==> src/rtl/arcade_pkg.sv <==
// arcade_pkg: shared court geometry and the paddle FSM state type
package arcade_pkg;
  localparam int COURT_TOP = 165;
  localparam int COURT_BOT = 434;
  localparam int POS_W     = 11;
  typedef enum logic [2:0] {IDLE, UP_SLOW, UP_FAST, DN_SLOW, DN_FAST} paddle_state_t;
endpackage

==> src/rtl/paddle_clamp.sv <==
// paddle_clamp: one step of a position toward a wall, saturating at the wall and flagging the hit
module paddle_clamp
  import arcade_pkg::*;
#(
  parameter int LO = COURT_TOP,
  parameter int HI = COURT_BOT - 60
) (
  input  logic [POS_W-1:0] pos,
  input  logic [POS_W-1:0] step,
  input  logic             dir,
  output logic [POS_W-1:0] pos_n,
  output logic             hit_limit
);
  localparam logic [POS_W:0] LO_W = (POS_W+1)'(LO);
  localparam logic [POS_W:0] HI_W = (POS_W+1)'(HI);
  logic [POS_W:0] inc, dec;
  assign inc = {1'b0, pos} + {1'b0, step};
  assign dec = {1'b0, pos} - {1'b0, step};
  // reaching the wall exactly also counts as a hit so speed is dropped there
  assign hit_limit = dir ? inc >= HI_W : {1'b0, pos} <= LO_W + {1'b0, step};
  assign pos_n = POS_W'(hit_limit ? (dir ? HI_W : LO_W) : (dir ? inc : dec));
endmodule

==> src/rtl/paddle_position_ctrl.sv <==
// paddle_position_ctrl: per-player paddle position, clamped to the court, with slow/fast step FSM
// PADDLE_ACCEL_EN enables the FAST states and the hold counter.
module paddle_position_ctrl
  import arcade_pkg::*;
#(
  parameter int TOP_LIMIT = COURT_TOP,
  parameter int BOT_LIMIT = COURT_BOT,
  parameter int PADDLE_H  = 60,
  parameter int RESET_POS = 270,
  parameter int SLOW_STEP = 2
`ifdef PADDLE_ACCEL_EN
  ,
  parameter int FAST_STEP  = 5,
  parameter int HOLD_TICKS = 8
`endif
) (
  input  logic             clk,
  input  logic             rst,
  input  logic             frame_tick,
  input  logic             move_up,
  input  logic             move_down,
  input  logic             recenter,
  output logic [POS_W-1:0] p_upper,
  output logic [POS_W-1:0] p_lower,
  output logic             at_top,
  output logic             at_bottom,
  output logic             moving
);
  paddle_state_t state, state_n;
  logic [POS_W-1:0] step, nxt;
  logic up, dn, hit;
  assign up = move_up & ~move_down;
  assign dn = move_down & ~move_up;
  paddle_clamp #(.LO(TOP_LIMIT), .HI(BOT_LIMIT - PADDLE_H)) u_clamp (
    .pos(p_upper), .step(step), .dir(dn), .pos_n(nxt), .hit_limit(hit)
  );
`ifdef PADDLE_ACCEL_EN
  localparam int HW = $clog2(HOLD_TICKS) + 1;
  localparam logic [HW-1:0] HMAX = HW'(HOLD_TICKS - 1);
  logic [HW-1:0] hold, hold_n;
  logic same;
  assign same = up ? (state == UP_SLOW || state == UP_FAST) : (state == DN_SLOW || state == DN_FAST);
  // fast speed only carries over while the request keeps the same direction
  assign step = POS_W'(((state == UP_FAST || state == DN_FAST) && same) ? FAST_STEP : SLOW_STEP);
  always_comb begin
    hold_n = (!(up | dn) || hit || !same) ? '0 : (hold == HMAX) ? hold : hold + 1'b1;
    state_n = (!(up | dn) || hit) ? IDLE : (hold_n == HMAX) ? (up ? UP_FAST : DN_FAST) : (up ? UP_SLOW : DN_SLOW);
  end
  always_ff @(posedge clk)
    if (!rst || recenter) hold <= '0;
    else if (frame_tick) hold <= hold_n;
`else
  assign step = POS_W'(SLOW_STEP);
  always_comb begin
    state_n = (!(up | dn) || hit) ? IDLE : up ? UP_SLOW : DN_SLOW;
  end
`endif
  always_ff @(posedge clk)
    if (!rst || recenter) begin
      state   <= IDLE;
      p_upper <= POS_W'(RESET_POS);
    end else if (frame_tick) begin
      state   <= state_n;
      p_upper <= (up | dn) ? nxt : p_upper;
    end
  assign p_lower   = p_upper + POS_W'(PADDLE_H);
  assign at_top    = p_upper == POS_W'(TOP_LIMIT);
  assign at_bottom = p_lower == POS_W'(BOT_LIMIT);
  assign moving    = state != IDLE;
endmodule

==> config.mk <==
export PLATFORM = sky130hd
export DESIGN_NAME = paddle_position_ctrl
export DESIGN_NICKNAME = d
export VERILOG_FILES = /design/src/rtl/arcade_pkg.sv /design/src/rtl/paddle_clamp.sv /design/src/rtl/paddle_position_ctrl.sv
export SDC_FILE = /design/constraint.sdc
export NUM_CORES = 1
export LEC_CHECK = 0
export BUFFER_PORTS_ARGS = -buffer_cell sky130_fd_sc_hd__buf_2
export CORE_AREA = 2 2 55 57
export DETAILED_ROUTE_END_ITERATION = 12
export DIE_AREA = 0 0 57 59
export PLACE_DENSITY = 0.73
export SLEW_MARGIN = 20
export SYNTH_ARGS = -nofsm -noshare
export SYNTH_HDL_FRONTEND = slang
export SYNTH_SLANG_ARGS = --single-unit
==> constraint.sdc <==
create_clock -name clk -period 5.6 [get_ports clk]
set_clock_uncertainty 0.05 [all_clocks]
set_input_delay 1.4 -clock clk [delete_from_list [all_inputs] [get_ports clk]]
set_output_delay 1.4 -clock clk [all_outputs]
set_load 0.01 [all_outputs]
==> run summary <==
Detailed Route WL - 3531 um
final worst-path cycle share - 69.09%
global-route layer with the greatest usage - met2
Final Setup Violations - 0
ys flop type - sky130_fd_sc_hd__dfxtp_1
TritonCTS clock tree - yes
routed len/inst - 16.35 um
number of non-filler instances in the completed layout - 216
TritonCTS Buffers - 3
post-cts repair resize count - 0
Max Fanout on Critical Path - 14
largest net degree at the start of global routing - 20
Design Area, Final - 1448 um^2
Critical Path Source Type - register
Hold Slack - 0.4504 ns
clock latency on the worst-skew pair - 0.29 ns
min setup slack post-route - 1.731 ns
sequential power share - 51.6%
met2 track demand over resource - 39.57%
number of enable flip-flop cells after synthesis - 0
utilization after layout - 53.42%
Worst Max-Slew Pin Slew - 0.6318 ns
required time of the critical path - 4.15 ns
Die Width - 57 um
Die H - 59 um
number of antenna violations at the first check in global routing - 0
Syn. warnings - 0
number of flip-flops and latches in the synthesized netlist - 13
postcts setup bufs - 0
CP max-delay cell - sky130_fd_sc_hd__nor3b_1
DP Cell Count - 212
vias in the first global route - 1320
instance area after placement - 1421 um^2
DIE AREA - 3363 um^2
cell area after synthesis - 1326 um^2
Max Root-Sink Buffers - 2
CTS root buf - sky130_fd_sc_hd__clkbuf_4
Slew headroom - 57.79%
share of synthesized area occupied by flip-flops and latches - 19.62%
Sum Neg Setup Slack - 0 ns
number of clock sinks - 13
# Max-Cap Violations - 0
net switching share of the total power - 28.58%
final routed DRC violation total - 0
largest cells by area after synthesis - sky130_fd_sc_hd__dfxtp_1, sky130_fd_sc_hd__ha_1, sky130_fd_sc_hd__nand2_1
CTS H-tree lvls - 1
initial cell density of the core - 48.94%
clock period minus worst slack - 3.869 ns
Final Total Pwr - 0.1865 mW
peak supply drop - 0.09995 mV
Synth-to-Final Area Change - 9.151%
Global Route Usage Sum - 22.63%
I/O Buffers - 30
Pleak - 0.6176 nW
detailed router's first-iteration violation count - 57
ratio of cells with drive above 1 in the final layout - 22.70%
fin. max-slew vios - 0
via count - 1368
Layout fillers - 286
cell taking the most area after synthesis - sky130_fd_sc_hd__dfxtp_1
switching pwr - 0.05329 mW
CTS clock-pin slew for the worst setup and hold paths - 0.08 ns
Place WS - 2.045 ns
Hold Fails Final Rpt - 0
clock share of power - 32.2%
number of iterations in the first detailed-routing pass - 5
net count after synthesis - 185
async set-or-reset flop fraction in the synthesized netlist - 0%
antenna viol nets, final - 0
post-synthesis cell count - 171
GR Util met1 - 28.40%
power share of the combinational group - 16.1%
via density per instance - 6.333
power per unit of standard cell area - 128.8 nW/um^2
average instance area after synthesis - 7.756 um^2
critical path class - reg2out
post-synthesis cell type count - 49
GPL Wtd Cong - 0.9080
worst hold-check path type - reg2reg
worst stage delay on the critical path - 0.55 ns
internal power component - 0.1332 mW
share of Yosys cell area claimed by the top area cell type - 19.62%
kind of capture point of the worst setup path - primary output
diode insertion count for antenna repair - 0
count of nets after finishing - 200
met3 track utilization from global routing - 1.965%
Congestion Overflow GR - 0
number of buffers inserted by hold repair at cts - 0
sum of net half-perimeters after detailed placement - 2591 um
wire length of the first global-routing pass - 6023 um
CP Cell Sequence - inv_1, ha_1, nor3b_1, nor2_1, xor2_1, and4b_1, buf_2
placeable core region - 2710 um^2
Ports - 31
status - finished clean
signal arrival time at the worst endpoint - 2.42 ns
Placement Rows - 19
maximum clock frequency - 258.5 MHz
RSZ-0062 raised after global routing - false
==> worst max-delay path: cells and delay by family, from the launching register on <==
kind	cells	cell delay (ns)
xor gates and xnor gates	1	0.18
adders and majority gates	1	0.23
buffers and inverters	2	0.32
DFF	1	0.47
and+or+nand+nor	3	0.93
==> worst paths after layout <==
path / startpoint / endpoint / slack [ns] / cells after the start
min: state[0] / state[0] / 0.45 / 2
max reg2reg: p_upper[1] / state[1] / 2.84 / 7
min reg2reg: state[0] / state[0] / 0.45 / 2
max: p_upper[3] / at_bottom / 1.73 / 7
==> metal layers <==
metal	part of all wire, %	up-vias
li1	-	652
met1	42	649
met2	50	60
met3	6.5	7
met4	1.8	0
met5	0	-
==> cells in the final DEF (no fill, tap or decap), types with 2 or more instances in the layout <==
master                     count
sky130_fd_sc_hd__a211o_1       2
sky130_fd_sc_hd__a21oi_1       5
sky130_fd_sc_hd__a311o_1       2
sky130_fd_sc_hd__a31oi_1       7
sky130_fd_sc_hd__a32o_1        3
sky130_fd_sc_hd__and3_1        2
sky130_fd_sc_hd__buf_2        30
sky130_fd_sc_hd__clkbuf_4      3
sky130_fd_sc_hd__dfxtp_1      13
sky130_fd_sc_hd__ha_1          8
sky130_fd_sc_hd__inv_1         7
sky130_fd_sc_hd__nand2_1      16
sky130_fd_sc_hd__nand2b_1      3
sky130_fd_sc_hd__nand3_1       5
sky130_fd_sc_hd__nand3b_1      2
sky130_fd_sc_hd__nand4_1       2
sky130_fd_sc_hd__nand4b_1      2
sky130_fd_sc_hd__nor2_1       10
sky130_fd_sc_hd__nor2b_1       4
sky130_fd_sc_hd__nor3_1        6
sky130_fd_sc_hd__nor4_1        6
sky130_fd_sc_hd__nor4b_1       2
sky130_fd_sc_hd__o211ai_1      3
sky130_fd_sc_hd__o21ai_0       7
sky130_fd_sc_hd__o31ai_4       2
sky130_fd_sc_hd__or2_2         2
sky130_fd_sc_hd__or3_1         3
sky130_fd_sc_hd__xnor2_1       4
sky130_fd_sc_hd__xor2_1        6
==> synthesized netlist by cell type, types with 3 or more instances <==
cell type	count
sky130_fd_sc_hd__nand2_1	16
sky130_fd_sc_hd__dfxtp_1	13
sky130_fd_sc_hd__clkbuf_1	10
sky130_fd_sc_hd__nor2_1	10
sky130_fd_sc_hd__ha_1	8
sky130_fd_sc_hd__a31oi_1	7
sky130_fd_sc_hd__inv_1	7
sky130_fd_sc_hd__o21ai_0	7
sky130_fd_sc_hd__nor3_1	6
sky130_fd_sc_hd__nor4_1	6
sky130_fd_sc_hd__xor2_1	6
sky130_fd_sc_hd__a21oi_1	5
sky130_fd_sc_hd__buf_2	5
sky130_fd_sc_hd__nand3_1	5
sky130_fd_sc_hd__nor2b_1	4
sky130_fd_sc_hd__xnor2_1	4
sky130_fd_sc_hd__a32o_1	3
sky130_fd_sc_hd__buf_4	3
sky130_fd_sc_hd__nand2b_1	3
sky130_fd_sc_hd__o211ai_1	3
sky130_fd_sc_hd__or3_1	3
==> power groups by stage <==
stage | clock network, mW | logic, mW | registers, mW
detailed placement | 0 | 0.0296 | 0.0983
floorplan | 0 | 0.0236 | 0.0970
finish | 0.0601 | 0.0301 | 0.0963
CTS | 0.0623 | 0.0299 | 0.0961
global route | 0.0657 | 0.0333 | 0.0965
global placement | 0 | 0.0290 | 0.0982
==> logic make-up after synthesis <==
logic type / after synthesis / share of synthesized area (%)
multiplexers: 1 / 0.7547
AO/OA/AOI/OAI: 38 / 23.96
XOR/XNOR: 10 / 6.603
AND/OR/NAND/NOR: 74 / 32.45
buffers and inverters: 27 / 9.056
flip-flops: 13 / 19.62
adder cells (fa/ha/maj): 8 / 7.547
==> area by class of cell <==
class	instances	area [um^2]	area share (%)
Timing Repair Buffer	30	150.1	10.37
Multi-Input combinational cell	131	945.9	65.34
Clock buffer	4	26.28	1.815
Inverter	7	26.28	1.815
Tap cell	31	38.79	2.679
Sequential cell	13	260.3	17.98
==> flip-flops by register name (all words and copies together) (netlist names) <==
name,flops
state,2
p_upper,11
Note: power is estimated with default switching activity, not from simulation.
